File: src/rtl/mips_multicycle_ctrl.sv
// Multicycle MIPS controller: Moore FSM that sequences a shared-memory datapath
// (one memory port, ALU reused for PC+4 and branch targets), waits on a memory
// ready handshake, flags illegal instructions and counts retired instructions.
//
// Ports
//   clk, reset_n        clock (rising edge), asynchronous active-low reset
//   op, funct           instruction fields from the instruction register
//   zero                ALU zero flag (only used for beq)
//   mem_ready           memory finishes the current read/write this cycle
//   pcen ... alucontrol datapath controls (decoded from state; pcen also uses zero)
//   state               current FSM state (debug)
//   trap                sticky illegal-instruction flag
//   retired             retired-instruction count (wraps)
module mips_multicycle_ctrl #(
    parameter bit USE_MEMREADY = 1'b1,
    parameter bit EXT_OPS      = 1'b1,
    localparam int unsigned OP_W  = 6,
    localparam int unsigned ST_W  = 4,
    localparam int unsigned CNT_W = 32
) (
    input  logic             clk,
    input  logic             reset_n,
    input  logic [OP_W-1:0]  op,
    input  logic [OP_W-1:0]  funct,
    input  logic             zero,
    input  logic             mem_ready,
    output logic             pcen,
    output logic             iord,
    output logic             memwrite,
    output logic             irwrite,
    output logic             regwrite,
    output logic [1:0]       regdst,
    output logic [1:0]       wdsrc,
    output logic             alusrca,
    output logic [1:0]       alusrcb,
    output logic [1:0]       pcsrc,
    output logic [2:0]       alucontrol,
    output logic [ST_W-1:0]  state,
    output logic             trap,
    output logic [CNT_W-1:0] retired
);

    typedef enum logic [ST_W-1:0] {
        S_FETCH  = 4'd0,  S_DECODE = 4'd1,  S_MEMADR = 4'd2,  S_MEMRD  = 4'd3,
        S_MEMWB  = 4'd4,  S_MEMWR  = 4'd5,  S_RTEX   = 4'd6,  S_RTWB   = 4'd7,
        S_BEQEX  = 4'd8,  S_ADDIEX = 4'd9,  S_ADDIWB = 4'd10, S_JEX    = 4'd11,
        S_JALADD = 4'd12, S_SWPWR  = 4'd13, S_SWPWB  = 4'd14, S_TRAP   = 4'd15
    } state_e;

    localparam logic [OP_W-1:0] OP_RTYPE = 6'b000000;
    localparam logic [OP_W-1:0] OP_LW    = 6'b100011;
    localparam logic [OP_W-1:0] OP_SW    = 6'b101011;
    localparam logic [OP_W-1:0] OP_SWP   = 6'b101111;
    localparam logic [OP_W-1:0] OP_BEQ   = 6'b000100;
    localparam logic [OP_W-1:0] OP_ADDI  = 6'b001000;
    localparam logic [OP_W-1:0] OP_J     = 6'b000010;

    localparam logic [OP_W-1:0] FN_ADD    = 6'b100000;
    localparam logic [OP_W-1:0] FN_SUB    = 6'b100010;
    localparam logic [OP_W-1:0] FN_AND    = 6'b100100;
    localparam logic [OP_W-1:0] FN_OR     = 6'b100101;
    localparam logic [OP_W-1:0] FN_SLT    = 6'b101010;
    localparam logic [OP_W-1:0] FN_JALADD = 6'b000001;

    localparam logic [2:0] ALU_ADD = 3'b010;
    localparam logic [2:0] ALU_SUB = 3'b110;
    localparam logic [2:0] ALU_AND = 3'b000;
    localparam logic [2:0] ALU_OR  = 3'b001;
    localparam logic [2:0] ALU_SLT = 3'b111;

    state_e           state_q, state_d;
    logic [CNT_W-1:0] retired_q, retired_d;
    logic             trap_q, trap_d;
    logic             rdy;
    logic             rt_legal;
    logic             pcwrite;
    logic             branch;
    logic             retire;

    // With the handshake disabled every memory access completes in one cycle.
    assign rdy = USE_MEMREADY ? mem_ready : 1'b1;

    assign rt_legal = (funct == FN_ADD) || (funct == FN_SUB) || (funct == FN_AND) ||
                      (funct == FN_OR)  || (funct == FN_SLT);

    // Next state, retire strobe and Moore control decode.
    always_comb begin
        state_d    = state_q;
        retire     = 1'b0;
        pcwrite    = 1'b0;
        branch     = 1'b0;
        iord       = 1'b0;
        memwrite   = 1'b0;
        irwrite    = 1'b0;
        regwrite   = 1'b0;
        regdst     = 2'b00;
        wdsrc      = 2'b00;
        alusrca    = 1'b0;
        alusrcb    = 2'b00;
        pcsrc      = 2'b00;
        alucontrol = ALU_ADD;

        case (state_q)
            S_FETCH: begin
                irwrite = 1'b1;
                pcwrite = 1'b1;
                alusrcb = 2'b01;
                if (rdy) state_d = S_DECODE;
            end
            S_DECODE: begin
                // Precompute the branch target into ALUOut.
                alusrcb = 2'b11;
                case (op)
                    OP_LW, OP_SW: state_d = S_MEMADR;
                    OP_SWP:       state_d = EXT_OPS ? S_MEMADR : S_TRAP;
                    OP_RTYPE: begin
                        if (rt_legal)                          state_d = S_RTEX;
                        else if (EXT_OPS && funct == FN_JALADD) state_d = S_JALADD;
                        else                                   state_d = S_TRAP;
                    end
                    OP_BEQ:  state_d = S_BEQEX;
                    OP_ADDI: state_d = S_ADDIEX;
                    OP_J:    state_d = S_JEX;
                    default: state_d = S_TRAP;
                endcase
            end
            S_MEMADR: begin
                alusrca = 1'b1;
                alusrcb = 2'b10;
                if (op == OP_LW)                state_d = S_MEMRD;
                else if (op == OP_SW)           state_d = S_MEMWR;
                else if (EXT_OPS && op == OP_SWP) state_d = S_SWPWR;
                else                            state_d = S_TRAP;
            end
            S_MEMRD: begin
                iord = 1'b1;
                if (rdy) state_d = S_MEMWB;
            end
            S_MEMWB: begin
                regwrite = 1'b1;
                wdsrc    = 2'b01;
                retire   = 1'b1;
                state_d  = S_FETCH;
            end
            S_MEMWR: begin
                iord     = 1'b1;
                memwrite = 1'b1;
                if (rdy) begin
                    retire  = 1'b1;
                    state_d = S_FETCH;
                end
            end
            S_RTEX: begin
                alusrca = 1'b1;
                case (funct)
                    FN_SUB:  alucontrol = ALU_SUB;
                    FN_AND:  alucontrol = ALU_AND;
                    FN_OR:   alucontrol = ALU_OR;
                    FN_SLT:  alucontrol = ALU_SLT;
                    default: alucontrol = ALU_ADD;
                endcase
                state_d = S_RTWB;
            end
            S_RTWB: begin
                regwrite = 1'b1;
                regdst   = 2'b01;
                retire   = 1'b1;
                state_d  = S_FETCH;
            end
            S_BEQEX: begin
                alusrca    = 1'b1;
                alucontrol = ALU_SUB;
                branch     = 1'b1;
                pcsrc      = 2'b01;
                retire     = 1'b1;
                state_d    = S_FETCH;
            end
            S_ADDIEX: begin
                alusrca = 1'b1;
                alusrcb = 2'b10;
                state_d = S_ADDIWB;
            end
            S_ADDIWB: begin
                regwrite = 1'b1;
                retire   = 1'b1;
                state_d  = S_FETCH;
            end
            S_JEX: begin
                pcsrc   = 2'b10;
                pcwrite = 1'b1;
                retire  = 1'b1;
                state_d = S_FETCH;
            end
            S_JALADD: begin
                // PC already holds PC+4 here, so $31 takes the link while PC <= rs+rt.
                alusrca  = 1'b1;
                pcwrite  = 1'b1;
                regwrite = 1'b1;
                regdst   = 2'b11;
                wdsrc    = 2'b10;
                retire   = 1'b1;
                state_d  = S_FETCH;
            end
            S_SWPWR: begin
                iord     = 1'b1;
                memwrite = 1'b1;
                if (rdy) state_d = S_SWPWB;
            end
            S_SWPWB: begin
                // Post-increment of the base register: rs <= rs + 4.
                alusrca  = 1'b1;
                alusrcb  = 2'b01;
                regwrite = 1'b1;
                regdst   = 2'b10;
                wdsrc    = 2'b11;
                retire   = 1'b1;
                state_d  = S_FETCH;
            end
            S_TRAP: state_d = S_TRAP;
            default: state_d = S_TRAP;
        endcase

        // Nothing strobes and all muxes park while reset is held.
        if (!reset_n) begin
            retire     = 1'b0;
            pcwrite    = 1'b0;
            branch     = 1'b0;
            iord       = 1'b0;
            memwrite   = 1'b0;
            irwrite    = 1'b0;
            regwrite   = 1'b0;
            regdst     = 2'b00;
            wdsrc      = 2'b00;
            alusrca    = 1'b0;
            alusrcb    = 2'b00;
            pcsrc      = 2'b00;
            alucontrol = ALU_ADD;
        end
    end

    assign pcen = pcwrite | (branch & zero);

    assign retired_d = retire ? retired_q + CNT_W'(1) : retired_q;
    assign trap_d    = trap_q | (state_d == S_TRAP);

    // State, retire counter and sticky trap flag.
    always_ff @(posedge clk or negedge reset_n) begin
        if (!reset_n) begin
            state_q   <= S_FETCH;
            retired_q <= '0;
            trap_q    <= 1'b0;
        end else begin
            state_q   <= state_d;
            retired_q <= retired_d;
            trap_q    <= trap_d;
        end
    end

    assign state   = state_q;
    assign trap    = trap_q;
    assign retired = retired_q;

endmodule
File: config.mk
export PLATFORM = sky130hd
export DESIGN_NAME = mips_multicycle_ctrl
export DESIGN_NICKNAME = d
export VERILOG_FILES = /design/src/rtl/mips_multicycle_ctrl.sv
export SDC_FILE = /design/constraint.sdc
export NUM_CORES = 1
export LEC_CHECK = 0
export BUFFER_PORTS_ARGS = -buffer_cell sky130_fd_sc_hd__clkbuf_2
export CORE_MARGIN = 2
export CORE_UTILIZATION = 37
export DETAILED_ROUTE_END_ITERATION = 8
export GPL_ROUTABILITY_DRIVEN = 0
export PLACE_DENSITY = 0.65
export REMOVE_ABC_BUFFERS = 1
export SETUP_SLACK_MARGIN = 0.4
export SLEW_MARGIN = 20
export SYNTH_ARGS = -nofsm -noshare
export SYNTH_HDL_FRONTEND = slang
export SYNTH_SLANG_ARGS = --single-unit
File: constraint.sdc
create_clock -name clk -period 2.95 [get_ports clk]
set_clock_uncertainty 0.15 [all_clocks]
set_input_delay 0.4425 -clock clk [delete_from_list [all_inputs] [get_ports clk]]
set_output_delay 0.4425 -clock clk [all_outputs]
set_load 0.03 [all_outputs]
* Yosys cells after proc, flatten, opt, wreduce, memory -nomap -nowiden
Cells that the tools add are included. W data, S select, Z words.
Cells by class: add/sub/neg operators 1, equal/unequal tests 28, multiplexer cells 39, bitwise gates (word level) 3, reduce and logical (&&, ||, !) cells 15
Operators with widths (count):
- $eq A6 B6 Y1 const B | 8
- $pmux W4 S10 | 1
- $eq A4 B4 Y1 const B | 9
- $add A32 B1 Y32 const B | 1
- $mux W4 | 7
- $pmux W4 S5 | 1
- $pmux W2 S3 | 3
- $eq A4 B3 Y1 const B | 4
- $mux W1 | 16
- $mux W2 | 6
- $pmux W3 S4 | 1
- $reduce_or A3 Y1 | 3
- $eq A4 B2 Y1 const B | 2
- $reduce_or A7 Y1 | 1
- $eq A6 B1 Y1 const B | 1
- $eq A6 B2 Y1 const B | 1
- $eq A6 B3 Y1 const B | 1
- $eq A6 B4 Y1 const B | 1
- $logic_not A6 Y1 | 1
- $pmux W3 S2 | 1
- $reduce_or A2 Y1 | 3
- $reduce_or A6 Y1 | 1
- $reduce_or A5 Y1 | 1
- $eq A4 B1 Y1 const B | 1
- other kinds (7) | 11
Storage, ports and cells: flip-flop bits (word level) 37, input bits 16, output and inout port bits 54, word-level logic and storage cells 89

* Logic depth before layout (Yosys ltp)
depth after elaboration 10, mapped depth 7, mapped depth without buffers 6

* Worst setup path after synthesis
Ideal clock, no wire load.
kind register to output, from reg state_q[0], in the netlist state[0], to out alusrcb[1], data arrival time 1.957 ns, slack 0.401 ns, cell stages (with the launch flop) 5, path buffers 1, cells stage by stage dfrtp_1 -> clkbuf_1 -> nor2_1 -> nand2_1 -> a211oi_1
Between the ends: longest elaborated chain between the ends 4, elaborated cells between the ends (all ways) 9, those cells by class 4 x eq/ne; 2 x mux; 3 x reduce/logical
RTL lines:
- start, declared | RTL line 71 | state_e state_q, state_d;
- start signal, assigned | RTL line 253 | state_q <= state_d;
- $eq A4 B4 Y1 (tied with other cells) | RTL line 103 | case (state_q)
- $reduce_or A2 Y1 (no source line)
- $pmux W2 S3 (*) | RTL line 103
- $mux W2 (*) | RTL line 224 | if (!reset_n) begin
- end, declared | RTL line 35 | output logic [1:0] alusrcb,
Every way passes the cells marked *; elsewhere a longest branch is shown, timed or not.

* Worst setup path after layout
from reg state_q[3], in the netlist state[3], to out alucontrol[2]
Between the ends: longest elaborated chain between the ends 3, elaborated cells between the ends (all ways) 4, those cells by class 2 x eq/ne; 2 x mux
RTL lines:
- $eq A4 B4 Y1 / $eq A4 B3 Y1 (equally long branches) | RTL line 103
- $pmux W3 S2 (*) | RTL line 103
- $mux W3 (*) | RTL line 224
- end, declared | RTL line 37 | output logic [2:0] alucontrol,
Marks and branches as above.

==> run summary <==
In the synthesized netlist, mux cells make up 0.4870% of the area. The synthesized netlist devotes 0.5411% of its cell area to adder and majority cells. The xor and xnor fraction of the mapped netlist area was 12.50%. The remaining number of nets flagged by the antenna check after routing came out at 0. The initialized floorplan defines 28 standard-cell rows. The number of synthesized register bits was 37. The logic depth of the worst register-to-register path came out at 6.

Measured along the y axis, the die boundary spans 83.05 um. The start point of the critical path was state[3]$_DFF_PN0_. The number of clock buffers added by TritonCTS is 5. The number of antenna violations at the first check in global routing was 0. Clock-pin slew was measured on the worst setup and hold paths at 0.07 ns. The routed design has 5.451 mm of wire. The number of top-level pins was 70. Max-cap violations in this run came to 0.

The die area came out at 6897 um2. The tools report the type of element launching the critical path as a flip-flop. The simple-gate area share of the yosys netlist was 29.65%. The transition time at the pin with the least slew margin was 0.5928 ns; the aggregate negative setup slack was 0 ns. The initial utilization of the core area, before any placement, comes to 38.60%. The ratio of final minimum period to clock period was 80.22%. For this run the aggregate overflow at the end of global routing stands at 0. In the final design database the tool counted 343 nets.

In this run, synthesis inferred 0 flip-flops with an integrated enable. Main combinational cell family by area after synthesis: simple AND/OR/NAND/NOR gates. The tools report the number of design-rule violations left by the first detailed-router iteration as 141.

Setup repair after global routing left no endpoint under its margin. Pin count of the biggest net entering global routing: 38. The logs give 0 for the count of cells resized by post-cts repair and 2740 um2 for the post-place instance area. HPWL after detailed placement: 4.130 mm. Hold repair after CTS inserted 0 buffers. After detailed routing, the number of remaining DRC violations is 0. STA classifies the critical path endpoint as an output pin. The core region is 5991 um2. Worst reg-to-reg setup slack: 0.64 ns. The buffer depth of the longest clock path came out at 2.

After synthesis the cells add up to 2312 um2. After synthesis, the mean cell area works out to 9.032 um2. The number of instances in the synthesized netlist was 256; the critical-path maximum fanout was 15. First-pass detailed-route iteration total: 4. The critical path goes through inv_2, nor2_1, and3_1, a21o_1, clkbuf_2.

The share of cells above drive strength 1 is 29.05%. For the number of antenna repair diodes, the log shows 0. Following the worst setup path forward leads to its endpoint at alucontrol[2]. Headroom to the max-slew limit came out at 60.48%.

TritonCTS built the clock tree. The leading register cell type out of synthesis is sky130_fd_sc_hd__dfrtp_1. The path class of the tightest hold or removal check is input port to asynchronous set/reset pin. The path type of the worst setup path is flip-flop to output pin. Final period demand of the worst path: 2.367 ns.

The layout overhead on the synthesized area came out at 22.29%. The number of vias in the routed layout is 2120. In this run the critical register-to-register path is launched from state[3]$_DFF_PN0_. The tools report the end of the worst register-to-register path as retired[31]$_DFFE_PN0P_. The global routing usage summed across all routing layers came out at 16.09%. The run gives 1901 as the via count of the first global-routing pass. The flow ran to the end, and the final reports show no timing, DRC or antenna violations. The clock insertion delay at the later pin of the skew report was 0.29 ns; the via density per instance was 5.274. For the standby leakage power, the log shows 1.393 nW. The cell area power density is 738.5 nW/um2. Share of flip-flops with an asynchronous set or reset after synthesis: 100.0%. After routing the design area is 2828 um2.

The share of the Yosys chip area taken by registers is 40.04%. The H-tree generated during clock tree synthesis spans 2 levels. VDD sags by at most 400.9 uV. The maximum clock frequency was 422.6 MHz. The critical path's slowest cell was sky130_fd_sc_hd__dfrtp_1. The max-slew violation count is 0. The first global-routing pass estimated 9.328 mm of wire.

In this run the tool buffered the top-level ports with 69 buffer cells. The tools report the root cell of the clock tree as sky130_fd_sc_hd__clkbuf_8. The arrival time at the worst endpoint was 1.77 ns.

The floorplan step set the die width to 83.05 um. The total of warnings raised by yosys came out at 0. The post-detailed-route wirelength per cell was 13.56 um; the number of setup violations in the final report was 0. For the number of failing hold endpoints at the final stage, the log shows 0. At the worst endpoint, the required time is 2.36 ns. Number of sinks on the clock net: 37. Summing the areas of all compound-gate instances in the mapped netlist gives 14.02% of the synthesized area. The setup fix buffers added after clock tree synthesis was 0; the unique cell type count in the Yosys netlist was 52. The largest single stage delay on the critical path is 0.64 ns.
synthesized netlist by cell type (2+ instances only):
master | number | area (um2)
sky130_fd_sc_hd__nand2b_1 | 4 | 25.02
sky130_fd_sc_hd__nor3_1 | 9 | 45.04
sky130_fd_sc_hd__a31oi_1 | 2 | 12.51
sky130_fd_sc_hd__xnor2_1 | 14 | 122.6
sky130_fd_sc_hd__nand3b_1 | 2 | 15.01
sky130_fd_sc_hd__xor2_1 | 19 | 166.4
sky130_fd_sc_hd__nor4_1 | 3 | 18.77
sky130_fd_sc_hd__nand3_1 | 13 | 65.06
sky130_fd_sc_hd__o21ai_0 | 4 | 20.02
sky130_fd_sc_hd__dfrtp_1 | 37 | 925.9
sky130_fd_sc_hd__and3_1 | 7 | 43.79
sky130_fd_sc_hd__nand4_1 | 7 | 43.79
sky130_fd_sc_hd__nand2_1 | 31 | 116.4
sky130_fd_sc_hd__buf_2 | 3 | 15.01
sky130_fd_sc_hd__o211ai_1 | 6 | 45.04
sky130_fd_sc_hd__a21oi_1 | 13 | 65.06
sky130_fd_sc_hd__and2_1 | 3 | 18.77
sky130_fd_sc_hd__a221oi_1 | 2 | 17.52
sky130_fd_sc_hd__a21o_1 | 2 | 15.01
sky130_fd_sc_hd__clkbuf_1 | 6 | 22.52
sky130_fd_sc_hd__nor2b_1 | 5 | 31.28
sky130_fd_sc_hd__nor2_1 | 27 | 101.4
sky130_fd_sc_hd__and4_1 | 3 | 26.28
sky130_fd_sc_hd__nand4_2 | 2 | 25.02
sky130_fd_sc_hd__inv_1 | 5 | 18.77
state kept, by name, indices dropped and copies added, names as in the netlist:
| name | flops |
|---|---|
| retired | 32 |
| state | 4 |
| trap | 1 |
metrics by stage:
step           hold WS (ns)  utilization [%]  setup slack (ns)  instances  total power [mW]
2_1_floorplan     -0.003091                -            0.3707        246             1.437
3_3_place_gp         0.3259            45.74            0.6007        394             1.749
3_5_place_dp         0.3184            45.74            0.5617        394             1.751
4_1_cts              0.2321            47.14            0.4356        402             2.098
5_1_grt              0.2598            47.20            0.4468        402             2.248
6_report             0.2148            47.20            0.5834        402             2.088
where the power goes:
group          total (mW)  switching (mW)  internal [mW]  leakage [nW]
sequential          0.703           0.124          0.579         0.492
combinational        1.04           0.692          0.352         0.863
clock               0.341           0.174          0.167        0.0385
total                2.09           0.990           1.10          1.39
layer usage:
layer  vias up  part of all wire (%)  global-route usage (%)
met1       990                    49                   23.85
met2        77                    44                   23.61
met4         0                  0.77                   4.173
met3         4                   6.4                   3.678
met5         -                     0                       0
li1       1049                     -                       -
worst min-delay path by stage:
stage | depth (start not counted) | start | end | slack (ns)
after floorplan | 0 | reset_n | retired[0]$_DFFE_PN0P_ | -0.003
after global placement | 1 | retired[31]$_DFFE_PN0P_ | retired[31]$_DFFE_PN0P_ | 0.33
after detailed placement | 1 | retired[31]$_DFFE_PN0P_ | retired[31]$_DFFE_PN0P_ | 0.32
after CTS | 2 | reset_n | retired[12]$_DFFE_PN0P_ | 0.23
after global routing | 2 | reset_n | retired[12]$_DFFE_PN0P_ | 0.26
final | 2 | reset_n | retired[12]$_DFFE_PN0P_ | 0.21
layout make-up:
class,count,area [um2]
clock buffer,7,76.32
clock inverter,1,7.507
fill,586,3163
inverter,6,22.52
multi-input combinational,203,1325
sequential,37,927.1
tap,75,93.84
timing repair buffer,73,375.4
placed cells by master, fill, tap and decap left out, types with 4 or more instances in the layout:
cell type	netlist	final
sky130_fd_sc_hd__buf_4	0	4
sky130_fd_sc_hd__nor2_1	27	26
sky130_fd_sc_hd__xnor2_1	14	14
sky130_fd_sc_hd__inv_1	5	5
sky130_fd_sc_hd__and3_1	7	7
sky130_fd_sc_hd__xor2_1	19	19
sky130_fd_sc_hd__clkbuf_2	0	69
sky130_fd_sc_hd__nand3_1	13	13
sky130_fd_sc_hd__nor3_1	9	9
sky130_fd_sc_hd__nor2b_1	5	5
sky130_fd_sc_hd__dfrtp_1	37	36
sky130_fd_sc_hd__o211ai_1	6	6
sky130_fd_sc_hd__o21ai_0	4	4
sky130_fd_sc_hd__nand2b_1	4	4
sky130_fd_sc_hd__nand2_1	31	31
sky130_fd_sc_hd__a21oi_1	13	13
sky130_fd_sc_hd__clkbuf_8	0	5
sky130_fd_sc_hd__nand4_1	7	7
critical path, delay by kind of cell, from the launching register on:
kind	cells	cell delay [ns]
buf+inv	2	0.38
flops	1	0.64
simple gates	2	0.37
compound gates	1	0.10
cell families after synthesis:
group | after synthesis
multiplexers | 1
buffers and inverters | 16
XOR/XNOR | 33
flip-flops | 37
adder cells (fa/ha/maj) | 1
AND/OR/NAND/NOR | 126
AO/OA/AOI/OAI | 42
Note: power is estimated with default switching activity, not from simulation.
